$ cat config.mk
export PLATFORM = sky130hd
export DESIGN_NAME = dmem_arbiter
export DESIGN_NICKNAME = d
export VERILOG_FILES = /design/src/rtl/dmem_arbiter.sv
export SDC_FILE = /design/constraint.sdc
export NUM_CORES = 1
export LEC_CHECK = 0
export CORE_ASPECT_RATIO = 1.1
export CORE_MARGIN = 10
export CORE_UTILIZATION = 35
export CTS_CLUSTER_DIAMETER = 80
export DETAILED_ROUTE_END_ITERATION = 10
export PLACE_DENSITY_LB_ADDON = 0.2
export SLEW_MARGIN = 20
export SYNTH_ARGS = -nofsm -noshare
export SYNTH_HDL_FRONTEND = slang
export SYNTH_SLANG_ARGS = --single-unit
export TNS_END_PERCENT = 5
$ cat constraint.sdc
create_clock -name clk -period 3.5 [get_ports clk]
set_clock_uncertainty 0.05 [all_clocks]
set_input_delay 0.525 -clock clk [delete_from_list [all_inputs] [get_ports clk]]
set_output_delay 0.525 -clock clk [all_outputs]
set_load 0.005 [all_outputs]
$ cat src/rtl/dmem_arbiter.sv
// Round-robin arbiter and sequencer between two masters and a single-port data memory.
// One command is latched at a time; reads wait a fixed latency and return via a shared register.
module dmem_arbiter #(
  parameter int unsigned XLEN   = 32,
  parameter int unsigned AW     = 32,
  parameter int unsigned RD_LAT = 1
) (
  input  logic            clk,
  input  logic            reset,
  input  logic            m0_req,
  input  logic            m0_we,
  input  logic [3:0]      m0_be,
  input  logic [AW-1:0]   m0_addr,
  input  logic [XLEN-1:0] m0_wdata,
  output logic            m0_gnt,
  output logic            m0_rvalid,
  output logic [XLEN-1:0] m0_rdata,
  input  logic            m1_req,
  input  logic            m1_we,
  input  logic [3:0]      m1_be,
  input  logic [AW-1:0]   m1_addr,
  input  logic [XLEN-1:0] m1_wdata,
  output logic            m1_gnt,
  output logic            m1_rvalid,
  output logic [XLEN-1:0] m1_rdata,
  output logic            mem_en,
  output logic            mem_we,
  output logic [3:0]      mem_be,
  output logic [AW-1:0]   mem_addr,
  output logic [XLEN-1:0] mem_wdata,
  input  logic [XLEN-1:0] mem_rdata,
  output logic            busy
);

  typedef enum logic [1:0] {StIdle, StIssue, StWait, StResp} state_e;

  localparam logic [1:0] LatInit = 2'(RD_LAT - 1);

  state_e          state_q, state_d;
  logic            sel_q, sel_d;
  logic            we_q, we_d;
  logic [3:0]      be_q, be_d;
  logic [AW-1:0]   addr_q, addr_d;
  logic [XLEN-1:0] wdata_q, wdata_d;
  logic            last_q, last_d;
  logic [1:0]      cnt_q, cnt_d;
  logic [XLEN-1:0] rdata_q, rdata_d;
  logic            win;

  always_comb begin
    state_d   = state_q;
    sel_d     = sel_q;
    we_d      = we_q;
    be_d      = be_q;
    addr_d    = addr_q;
    wdata_d   = wdata_q;
    last_d    = last_q;
    cnt_d     = cnt_q;
    rdata_d   = rdata_q;
    win       = 1'b0;
    m0_gnt    = 1'b0;
    m1_gnt    = 1'b0;
    m0_rvalid = 1'b0;
    m1_rvalid = 1'b0;
    mem_en    = 1'b0;
    mem_we    = 1'b0;
    mem_be    = 4'h0;
    mem_addr  = '0;
    mem_wdata = '0;
    unique case (state_q)
      StIdle: begin
        if (m0_req || m1_req) begin
          // On conflict the master that did not win last time goes first.
          win     = (m0_req && m1_req) ? ~last_q : m1_req;
          sel_d   = win;
          we_d    = win ? m1_we : m0_we;
          be_d    = (win ? m1_we : m0_we) ? (win ? m1_be : m0_be) : 4'hF;
          addr_d  = win ? {m1_addr[AW-1:2], 2'b00} : {m0_addr[AW-1:2], 2'b00};
          wdata_d = win ? m1_wdata : m0_wdata;
          state_d = StIssue;
        end
      end
      StIssue: begin
        mem_en    = 1'b1;
        mem_we    = we_q;
        mem_be    = be_q;
        mem_addr  = addr_q;
        mem_wdata = wdata_q;
        m0_gnt    = ~sel_q;
        m1_gnt    = sel_q;
        last_d    = sel_q;
        if (we_q) begin
          state_d = StIdle;
        end else begin
          cnt_d   = LatInit;
          state_d = StWait;
        end
      end
      StWait: begin
        if (cnt_q == 2'd0) begin
          rdata_d = mem_rdata;
          state_d = StResp;
        end else begin
          cnt_d = cnt_q - 2'd1;
        end
      end
      StResp: begin
        m0_rvalid = ~sel_q;
        m1_rvalid = sel_q;
        state_d   = StIdle;
      end
      default: state_d = StIdle;
    endcase
  end

  always_ff @(posedge clk or posedge reset) begin
    if (reset) begin
      state_q <= StIdle;
      sel_q   <= 1'b0;
      we_q    <= 1'b0;
      be_q    <= 4'h0;
      addr_q  <= '0;
      wdata_q <= '0;
      last_q  <= 1'b1;
      cnt_q   <= 2'd0;
      rdata_q <= '0;
    end else begin
      state_q <= state_d;
      sel_q   <= sel_d;
      we_q    <= we_d;
      be_q    <= be_d;
      addr_q  <= addr_d;
      wdata_q <= wdata_d;
      last_q  <= last_d;
      cnt_q   <= cnt_d;
      rdata_q <= rdata_d;
    end
  end

  assign m0_rdata = rdata_q;
  assign m1_rdata = rdata_q;
  assign busy     = (state_q != StIdle);

endmodule

* After elaboration in Yosys (flattened, before gate mapping)
Cells that the tools add are included.
Storage, ports and cells: register bits 107, output and inout bits 139, word-level logic and storage cells 51
Cells by class: bitwise logic cells 2, equal/unequal tests 7, reductions and logical operators 10, add/subtract/negate cells 1, muxes and demuxes 22
Operators by type and width (number):
- $mux W32 | 4
- $mux W4 | 3
- $mux W2 | 5
- $mux W1 | 8
- $ne A2 B2 Y1 const B | 4
- $pmux W2 S4 | 1
- $reduce_and A2 Y1 | 3
- $eq A2 B2 Y1 const B | 2
- $logic_not A2 Y1 | 2
- $pmux W2 S2 | 1
- $reduce_bool A2 Y1 | 2
- $reduce_and A3 Y1 | 1
- $eq A2 B1 Y1 const B | 1
- $not A1 Y1 | 2
- $sub A2 B1 Y2 const B | 1
- $logic_and A1 B1 Y1 | 1
- $logic_or A1 B1 Y1 | 1

* Longest topological paths before layout
depth in word-level cells 4, depth in mapped cells 7, depth with buffers taken out 5

* Worst setup path before layout
OpenSTA, ideal clock, no wires.
path kind register -> output, start point register state_q[0], end point output mem_addr[12], arrival 1.165 ns, stages on the path, launching flop included 6, slack 1.760 ns, cells stage by stage dfrtp_1 -> buf_2 -> nor2b_1 -> clkbuf_2 -> clkbuf_1 -> and2_1
Between the ends: word-level cells in the longest chain between the ends 2
Ends and longest elaborated chain:
- start: declaration | line 39 | state_e state_q, state_d;
- start signal: assignment | line 118 | state_q <= StIdle;
- start signal: assignment | line 128 | state_q <= state_d;
- $eq A2 B1 Y1 | line 70 | unique case (state_q)
- $mux W32 | line 70
- end: declaration | line 29 | output logic [AW-1:0] mem_addr,
No other way between the ends.

* Final worst setup path
start point register state_q[0], end point output mem_we
Between the ends: word-level cells in the longest chain between the ends 2
Ends and longest elaborated chain:
- $eq A2 B1 Y1 | line 70
- $mux W1 | line 70
- end: declaration | line 27 | output logic mem_we,
No other way between the ends.

==> flow_metrics.env <==
export IMPL_die_width_um=139
export IMPL_synth_seq_area_share=0.480
export IMPL_port_buffers=306
export IMPL_postSynthCellCount=582
export IMPL_most_common_layout_cells="clkdlybuf4s50_1, nand2_1, dfrtp_1"
export IMPL_maxCapViolCount=0
export IMPL_tightest_slew_ns=0.846
export IMPL_synth_top_cell_area_share=0.475
export IMPL_place_congestion=0.789
export IMPL_initial_utilization=0.361
export IMPL_area_growth_pct=59.4
export IMPL_layout_drive_gt1_share=0.0890
export IMPL_die_area_um2=21100
export IMPL_number_of_antenna_violations_at_the_first_check_in_global_routing=0
export IMPL_critPathKind="flop to primary output"
export IMPL_finish_net_count=1001
export IMPL_global_route_wire_length_before_repair_um=31300
export IMPL_final_cell_area_um2=8730
export IMPL_synth_area_per_cell_um2=9.41
export IMPL_worst_path_setup_slack_after_routing_ns=0.608
export IMPL_detailedRoute_firstPassIterationCount=4
export IMPL_cts_clk_slew_worst_paths_ns=0.07
export IMPL_layout_commonest_cell="clkdlybuf4s50_1"
export IMPL_cts_sink_count=105
export IMPL_max_freq_mhz=346
export IMPL_period_share=0.826
export IMPL_crit_chain="nor2b_4 -> buf_12 -> and2_1 -> clkdlybuf4s50_1"
export IMPL_cts_root_buffer="clkbuf_16"
export IMPL_worst_r2r_setup_slack_ns=1.41
export IMPL_power_density_cell_area_nw_per_um2=824
export IMPL_ys_seq_elements=105
export IMPL_ir_worst_vdd_v=0.000321
export IMPL_power_leakage_nw=3.49
export IMPL_critPathMaxStageDelay_ns=0.55
export IMPL_layout_filler_cells=1305
export IMPL_tritoncts="done"
export IMPL_maxSlewViolCount=0
export IMPL_end_kind="primary output"
export IMPL_critPathLaunchType="flop"
export IMPL_worst_ep_arrival_time_ns=2.32
export IMPL_drc_errors=0
export IMPL_rsz0062_at_grt="false"
export IMPL_critical_path_top_delay_family="buffers and inverters"
export IMPL_routed_wire_length_per_instance_um=19.7
export IMPL_ioPinCount=313
export IMPL_global_route_overflow_total=0
export IMPL_largest_net_degree_at_the_start_of_global_routing=65
export IMPL_timing_critical_path_buf_inv=2
export IMPL_post_synth_num_cell_types=33
export IMPL_hold_viol=0
export IMPL_setup_viol=0
export IMPL_placement_rows=47
export IMPL_final_util=0.575
export IMPL_synthTopCellsByArea="dfrtp_1, nand2_1, and2_1, a31oi_1, mux2_2"
export IMPL_drt_iter0_drc=248
export IMPL_synth_largest_area_cell="dfrtp_1"
export IMPL_mappedNetlistArea_um2=5480
export IMPL_critPathMaxFanout=59
export IMPL_worst_endpoint_required_ns=2.92
export IMPL_yosysWarnings=0
export IMPL_tritoncts_num_buffers=9
export IMPL_place_ws_ns=0.961
export IMPL_worst_path_max_delay_cell="clkdlybuf4s50_1"
export IMPL_drt_wl_total_um=20200
export IMPL_diodes=0
export IMPL_first_global_vias=5526
export IMPL_max_slew_margin=0.436
export IMPL_postCtsSetupBuffers=0
export IMPL_worstHoldPathType="flop to flop"
export IMPL_cts_hold_repair_buffers=0
export IMPL_tns_ns=0
export IMPL_htree_num_levels=3
export IMPL_cts_repair_resize_count=0
export IMPL_core_area_um2=15200
export IMPL_detailed_placement_wirelength_estimate_um=15100
export IMPL_gr_usage_all_layers=0.185
export IMPL_chipHeight_um=151
export IMPL_antenna_nets_post_route=0
export IMPL_clkLatencyLatePin_ns=0.34
export IMPL_status="completed"
export IMPL_period_minus_slack_ns=2.89
export IMPL_placement_cell_area_um2=8400
export IMPL_post_drt_via_cell_ratio=4.99
export IMPL_via_count=5127
export IMPL_clockBufferDepth=2
==> state kept, by name (all words and copies together), names as in the netlist, named ones only <==
register / cells
last_q: 1
state_q: 1
addr_q: 30
sel_q: 1
we_q: 1
m0_rdata: 32
cnt_q: 2
be_q: 4
wdata_q: 32
==> area by class of cell <==
type                    instances  area, um^2  area share
clock buffers                  14         264      0.0302
clock inverters                 2        60.1     0.00688
inverters                       5        21.3     0.00244
multi-input cells             390        2340       0.268
flip-flops and latches        105        2630       0.301
well taps                     196         245      0.0281
repair buffers                315        3170       0.363
==> layer usage <==
metal,vias to the layer above,part of all wire,global-route usage,wire [um]
met3,27,0.11,0.0817,2270
met4,0,0.027,0.0741,537
li1,2425,-,-,-
met2,255,0.48,0.309,9740
met1,2420,0.38,0.204,7690
met5,-,0,0,0
==> path summary, 6_finish.rpt <==
kind	from	end	cells after the start
max	state_q[0]	mem_we	4
min	m0_rdata[0]	m0_rdata[0]	1
max reg2reg	flop	be_q[0]	4
min reg2reg	m0_rdata[0]	m0_rdata[0]	1
max in group asynchronous	reset	m0_rdata[12]	3
min in group asynchronous	reset	m0_rdata[16]	2
==> where the power goes <==
part | switching, mW | leakage [nW] | internal [mW]
combinational | 1.58 | 2.14 | 2.29
clock | 0.436 | 0.157 | 0.668
sequential | 0.387 | 1.19 | 1.83
==> stage by stage <==
stage	hold slack [ns]	cells	power (mW)
after global placement	0.444	1011	6.08
after floorplan	0.457	583	4.15
final	0.473	1027	7.19
after detailed placement	0.461	1011	6.19
after CTS	0.477	1027	7.31
after global routing	0.491	1027	7.73
==> synthesized netlist by cell type <==
master     instances
nor2b_1            2
o221a_2            4
nor2_1             4
clkbuf_1          24
ha_1               1
a21bo_2            1
nor3_1             1
a31oi_1           53
nand2b_1           1
nor4bb_1           1
nand3b_4           1
and2_1            69
a21oi_1           65
dfrtp_1          104
o2111ai_1          1
and3_1             1
nand4b_1           4
inv_1              5
buf_2             17
or2_0              1
a31oi_2           10
nand2_1          130
buf_6              5
a21boi_2           1
buf_4             36
clkbuf_2           1
nor2_4             1
a22o_1             1
mux2i_1            2
mux2_2            29
mux2_1             4
conb_1             1
dfstp_2            1
==> cells by family (layout without fill, tap and decap cells) <==
family | count (synthesis) | after routing | share of synthesized area
AND/OR/NAND/NOR | 216 | 216 | 0.191
multiplexers | 35 | 35 | 0.0715
AO/OA/AOI/OAI | 136 | 136 | 0.158
other | 1 | 2 | 0.000685
adder cells (fa/ha/maj) | 1 | 1 | 0.00228
buffers and inverters | 88 | 336 | 0.0960
flip-flops | 105 | 105 | 0.480
No activity file was read; power rests on OpenSTA's default activity.
